--- src/rtl/sevseg_scan_ctrl.sv ---
// Four-digit common-anode seven-segment scanner sharing one hex decoder, with
// per-slot blanking gap and frame-aligned value commit. Define LEADING_ZERO_BLANK_EN
// to suppress leading zero digits.
module sevseg_scan_ctrl #(
    parameter int REFRESH_DIV  = 100000,
    parameter int BLANK_CYCLES = 16
) (
    input  logic        clk,
    input  logic        rst,
    input  logic [15:0] value_in,
    input  logic [3:0]  dp_in,
    input  logic        load,
    input  logic        enable,
    output logic [3:0]  an,
    output logic [6:0]  ca,
    output logic        dp,
    output logic [1:0]  digit_sel,
    output logic        frame_tick
);

    localparam int CNT_W = (REFRESH_DIV > 1) ? $clog2(REFRESH_DIV) : 1;
    localparam logic [CNT_W-1:0] CNT_LAST = CNT_W'(REFRESH_DIV - 1);

    logic [CNT_W-1:0] slot_cnt_q, slot_cnt_d;
    logic [1:0]       idx_q, idx_d;
    logic [15:0]      disp_val_q, disp_val_d;
    logic [3:0]       disp_dp_q, disp_dp_d;
    logic [15:0]      pend_val_q, pend_val_d;
    logic [3:0]       pend_dp_q, pend_dp_d;
    logic             pend_valid_q, pend_valid_d;
    logic [3:0]       an_q, an_d;
    logic [6:0]       ca_q, ca_d;
    logic             dp_q, dp_d;
    logic [1:0]       digit_sel_q, digit_sel_d;
    logic             frame_tick_q, frame_tick_d;

    logic             slot_last;
    logic             wrap;
    logic             suppress;
    logic             visible;
    logic [3:0]       nibble;

    // Segment order {g,f,e,d,c,b,a}, active-low for a common-anode display.
    function automatic logic [6:0] hex2sevseg(input logic [3:0] h);
        logic [6:0] s;
        case (h)
            4'h0: s = 7'h40;
            4'h1: s = 7'h79;
            4'h2: s = 7'h24;
            4'h3: s = 7'h30;
            4'h4: s = 7'h19;
            4'h5: s = 7'h12;
            4'h6: s = 7'h02;
            4'h7: s = 7'h78;
            4'h8: s = 7'h00;
            4'h9: s = 7'h10;
            4'hA: s = 7'h08;
            4'hB: s = 7'h03;
            4'hC: s = 7'h46;
            4'hD: s = 7'h21;
            4'hE: s = 7'h06;
            default: s = 7'h0E;
        endcase
        return s;
    endfunction

    always_comb begin
        slot_last  = (slot_cnt_q == CNT_LAST);
        wrap       = enable && slot_last && (idx_q == 2'd3);
        slot_cnt_d = slot_cnt_q;
        idx_d      = idx_q;
        if (enable) begin
            if (slot_last) begin
                slot_cnt_d = '0;
                idx_d      = idx_q + 2'd1;
            end else begin
                slot_cnt_d = slot_cnt_q + CNT_W'(1);
            end
        end
    end

    // A load landing on the wrap cycle bypasses the pending register entirely.
    always_comb begin
        disp_val_d   = disp_val_q;
        disp_dp_d    = disp_dp_q;
        pend_val_d   = pend_val_q;
        pend_dp_d    = pend_dp_q;
        pend_valid_d = pend_valid_q;
        if (wrap) begin
            if (load) begin
                disp_val_d = value_in;
                disp_dp_d  = dp_in;
            end else if (pend_valid_q) begin
                disp_val_d = pend_val_q;
                disp_dp_d  = pend_dp_q;
            end
            pend_valid_d = 1'b0;
        end else if (load) begin
            pend_val_d   = value_in;
            pend_dp_d    = dp_in;
            pend_valid_d = 1'b1;
        end
    end

    always_comb begin
        suppress = 1'b0;
`ifdef LEADING_ZERO_BLANK_EN
        case (idx_q)
            2'd1:    suppress = (disp_val_q[15:4]  == 12'h000) && !disp_dp_q[1];
            2'd2:    suppress = (disp_val_q[15:8]  == 8'h00)   && !disp_dp_q[2];
            2'd3:    suppress = (disp_val_q[15:12] == 4'h0)    && !disp_dp_q[3];
            default: suppress = 1'b0;
        endcase
`else
        suppress = 1'b0;
`endif
    end

    always_comb begin
        nibble       = disp_val_q[{idx_q, 2'b00} +: 4];
        visible      = enable && (32'(slot_cnt_q) >= 32'(BLANK_CYCLES)) && !suppress;
        an_d         = 4'b1111;
        ca_d         = 7'b1111111;
        dp_d         = 1'b1;
        digit_sel_d  = idx_q;
        frame_tick_d = wrap;
        if (visible) begin
            an_d = ~(4'b0001 << idx_q);
            ca_d = hex2sevseg(nibble);
            dp_d = ~disp_dp_q[idx_q];
        end
    end

    always_ff @(posedge clk or posedge rst) begin
        if (rst) begin
            slot_cnt_q   <= '0;
            idx_q        <= 2'd0;
            disp_val_q   <= 16'h0000;
            disp_dp_q    <= 4'b0000;
            pend_val_q   <= 16'h0000;
            pend_dp_q    <= 4'b0000;
            pend_valid_q <= 1'b0;
            an_q         <= 4'b1111;
            ca_q         <= 7'b1111111;
            dp_q         <= 1'b1;
            digit_sel_q  <= 2'd0;
            frame_tick_q <= 1'b0;
        end else begin
            slot_cnt_q   <= slot_cnt_d;
            idx_q        <= idx_d;
            disp_val_q   <= disp_val_d;
            disp_dp_q    <= disp_dp_d;
            pend_val_q   <= pend_val_d;
            pend_dp_q    <= pend_dp_d;
            pend_valid_q <= pend_valid_d;
            an_q         <= an_d;
            ca_q         <= ca_d;
            dp_q         <= dp_d;
            digit_sel_q  <= digit_sel_d;
            frame_tick_q <= frame_tick_d;
        end
    end

    assign an         = an_q;
    assign ca         = ca_q;
    assign dp         = dp_q;
    assign digit_sel  = digit_sel_q;
    assign frame_tick = frame_tick_q;

endmodule

--- config.mk ---
export PLATFORM = sky130hd
export DESIGN_NAME = sevseg_scan_ctrl
export DESIGN_NICKNAME = d
export VERILOG_FILES = /design/src/rtl/sevseg_scan_ctrl.sv
export SDC_FILE = /design/constraint.sdc
export NUM_CORES = 1
export LEC_CHECK = 0
export CELL_PAD_IN_SITES_DETAIL_PLACEMENT = 1
export CELL_PAD_IN_SITES_GLOBAL_PLACEMENT = 1
export CORE_MARGIN = 4
export CORE_UTILIZATION = 30
export CTS_CLUSTER_DIAMETER = 50
export DETAILED_ROUTE_END_ITERATION = 10
export DONT_BUFFER_PORTS = 1
export GPL_ROUTABILITY_DRIVEN = 0
export MAX_ROUTING_LAYER = met4
export PLACE_DENSITY = 0.48
export SYNTH_ARGS = -nofsm -noshare
export SYNTH_HDL_FRONTEND = slang
export SYNTH_SLANG_ARGS = --single-unit
--- constraint.sdc ---
create_clock -name clk -period 2.95 [get_ports clk]
set_clock_uncertainty 0.15 [all_clocks]
set_input_delay 0.7375 -clock clk [delete_from_list [all_inputs] [get_ports clk]]
set_output_delay 0.7375 -clock clk [all_outputs]
set_load 0.01 [all_outputs]
==> results.sh <==
export IMPL_vias_per_cell=5.165
export IMPL_clock_latency_ps=340
export IMPL_die_area_um2=14020
export IMPL_slew_viol_final=0
export IMPL_synth_area_um2=3657
export IMPL_yosys_cell_count_top_type="dfrtp_1"
export IMPL_fmax_ghz=0.4098
export IMPL_setup_violations=0
export IMPL_async_flop_share_pct=100.0
export IMPL_clockRootBuffer="clkbuf_16"
export IMPL_wl_per_cell_um=18.28
export IMPL_hold_buffers=0
export IMPL_finalInstanceArea_um2=4108
export IMPL_ctsResizeCount=0
export IMPL_drive_gt1_share_pct=19.44
export IMPL_slew_headroom_pct=33.57
export IMPL_hold_viol=0
export IMPL_cts_setup_buffers=0
export IMPL_area_growth_pct=12.32
export IMPL_core_rowCount=40
export IMPL_critical_path_top_delay_family="simple AND/OR/NAND/NOR gates"
export IMPL_cpPeakStageDelay_ps=540
export IMPL_cpMaxStageDelayCell="or4_4"
export IMPL_fin_hold_ws_ps=160.2
export IMPL_grt_pass1_wl_um=14120
export IMPL_grt_ovfl_total=0
export IMPL_ys_ff_latch=75
export IMPL_start_kind="register"
export IMPL_first_global_vias=2514
export IMPL_rsz0062_at_grt="no"
export IMPL_drtIter0Drc=120
export IMPL_track_usage_pct=13.44
export IMPL_synth_area_top_cells="dfrtp_1, dfstp_2, mux2_2, ha_1, and3b_1"
export IMPL_drtAntennaViolNets=0
export IMPL_fp_coreArea_um2=11960
export IMPL_syn_nets=349
export IMPL_fin_util_pct=34.34
export IMPL_diodes=0
export IMPL_clkTransAtPathRegs_ps=60
export IMPL_syn_inst=313
export IMPL_vias=2407
export IMPL_h_tree_depth=3
export IMPL_peakVddDrop_uv=283.7
export IMPL_fin_setup_tns_ps=0
export IMPL_ys_types=38
export IMPL_grt_max_degree=55
export IMPL_hp_class="primary input to async pin"
export IMPL_status="completed"
export IMPL_tritoncts="done"
export IMPL_path_cells="or4_4 -> nor4_4 -> nand4_1 -> nand2_1 -> buf_4 -> mux2_2"
export IMPL_routed_wirelength_um=8517
export IMPL_synth_top_area_share_pct=43.11
export IMPL_yosysTopAreaCell="dfrtp_1"
export IMPL_crit_buf_inv=1
export IMPL_required_ps=3020
export IMPL_total_power_mw=2.434
export IMPL_period_minus_slack_ps=2440
export IMPL_cts_sinks=75
export IMPL_syn_area_per_cell_um2=11.68
export IMPL_worst_pin_slew_ps=991.9
export IMPL_io_pins=39
export IMPL_path_max_fanout=20
export IMPL_cts_buffer_depth=2
export IMPL_synth_edff_count=0
export IMPL_io_buffers=0
export IMPL_synth_warnings=0
export IMPL_die_x_um=118.4
export IMPL_first_pass_iters=4
export IMPL_cellPowerDensity_nw_per_um2=592.5
export IMPL_drv_cap=0
export IMPL_placed_cell_area_um2=3821
export IMPL_die_y_um=118.4
export IMPL_antenna_found_initial=0
export IMPL_synthFlopType="dfrtp_1"
export IMPL_cp_end_kind="register"
export IMPL_hpwl_um=5873
export IMPL_finalCritPeriodShare_pct=82.72
export IMPL_cts_buffers_inserted=9
export IMPL_synth_common_cells="dfrtp_1, nand2_1, mux2_2"
export IMPL_start_util_pct=30.58
export IMPL_cp_arrival_ps=2510
export IMPL_p_leak_nw=1.825
export IMPL_crit_type="register to register"
export IMPL_nets=350
export IMPL_drc=0
export IMPL_synth_seq_area_share_pct=51.73
==> routing by layer <==
layer	vias up	routed length [um]	track usage, %
met5	-	0	-
met4	0	200	6.734
met3	13	458	3.971
met2	54	3639	17.97
met1	1211	4218	18.39
li1	1129	-	-
==> cell usage in the layout, fill, tap and decap left out, drive strengths merged, types with 9 or more instances in the layout <==
| cell type | count |
|---|---|
| nand3 | 15 |
| mux2 | 21 |
| nor2 | 13 |
| dfstp | 12 |
| nand2 | 23 |
| ha | 12 |
| and3b | 17 |
| dfrtp | 63 |
| a21oi | 18 |
| o2bb2ai | 17 |
| clkbuf | 11 |
| inv | 9 |
| mux2i | 10 |
| xnor2 | 11 |
==> registers in the layout (all words and copies together), names as in the netlist <==
| signal | flops |
|---|---|
| digit_sel | 2 |
| an | 4 |
| disp_dp_q | 4 |
| pend_valid_q | 1 |
| disp_val_q | 16 |
| frame_tick | 1 |
| pend_val_q | 16 |
| ca | 7 |
| pend_dp_q | 4 |
| dp | 1 |
| digit_sel_d | 2 |
| slot_cnt_q | 17 |
==> per-stage QoR <==
stage          setup slack [ps]  cells
2_1_floorplan             172.4    313
6_report                  509.7    466
4_1_cts                   502.2    466
5_1_grt                   392.0    466
3_5_place_dp              508.4    450
3_3_place_gp              556.2    450
==> worst paths after layout <==
check	start	end	slack [ps]	depth (start not counted)
min in group clk	digit_sel_d[1]	digit_sel[1]	280	0
worst max register to register	slot_cnt_q[12]	pend_dp_q[2]	510	6
max in group asynchronous	rst	dp	1760	2
worst min-delay path	rst	pend_val_q[11]	160	1
worst min register to register	digit_sel_d[1]	digit_sel[1]	280	0
worst max-delay path	slot_cnt_q[12]	pend_dp_q[2]	510	6
==> layout make-up <==
class	count	area [um^2]
tap	147	183.9
multi-input combinational	211	1643
fill	1285	7854
clock buffer	11	232.7
inverter	10	37.54
sequential	75	1892
timing repair buffer	7	65.06
clock inverter	5	53.80
==> power breakdown <==
group / total (mW) / internal [mW] / switching [mW]
combinational: 0.182 / 0.0878 / 0.0939
clock: 1.09 / 0.653 / 0.434
sequential: 1.17 / 1.10 / 0.0630
total: 2.43 / 1.84 / 0.591
==> kinds of logic after synthesis <==
group                      Yosys count  share of synthesized area (%)
AOI/OAI and AO/OA                   55                          10.54
buffers and inverters               27                          3.353
muxes                               35                          11.67
xor gates and xnor gates            18                          4.311
DFF                                 75                          51.73
and+or+nand+nor                     91                          14.30
adders and majority gates           12                          4.105
Note: power is estimated with default switching activity, not from simulation.
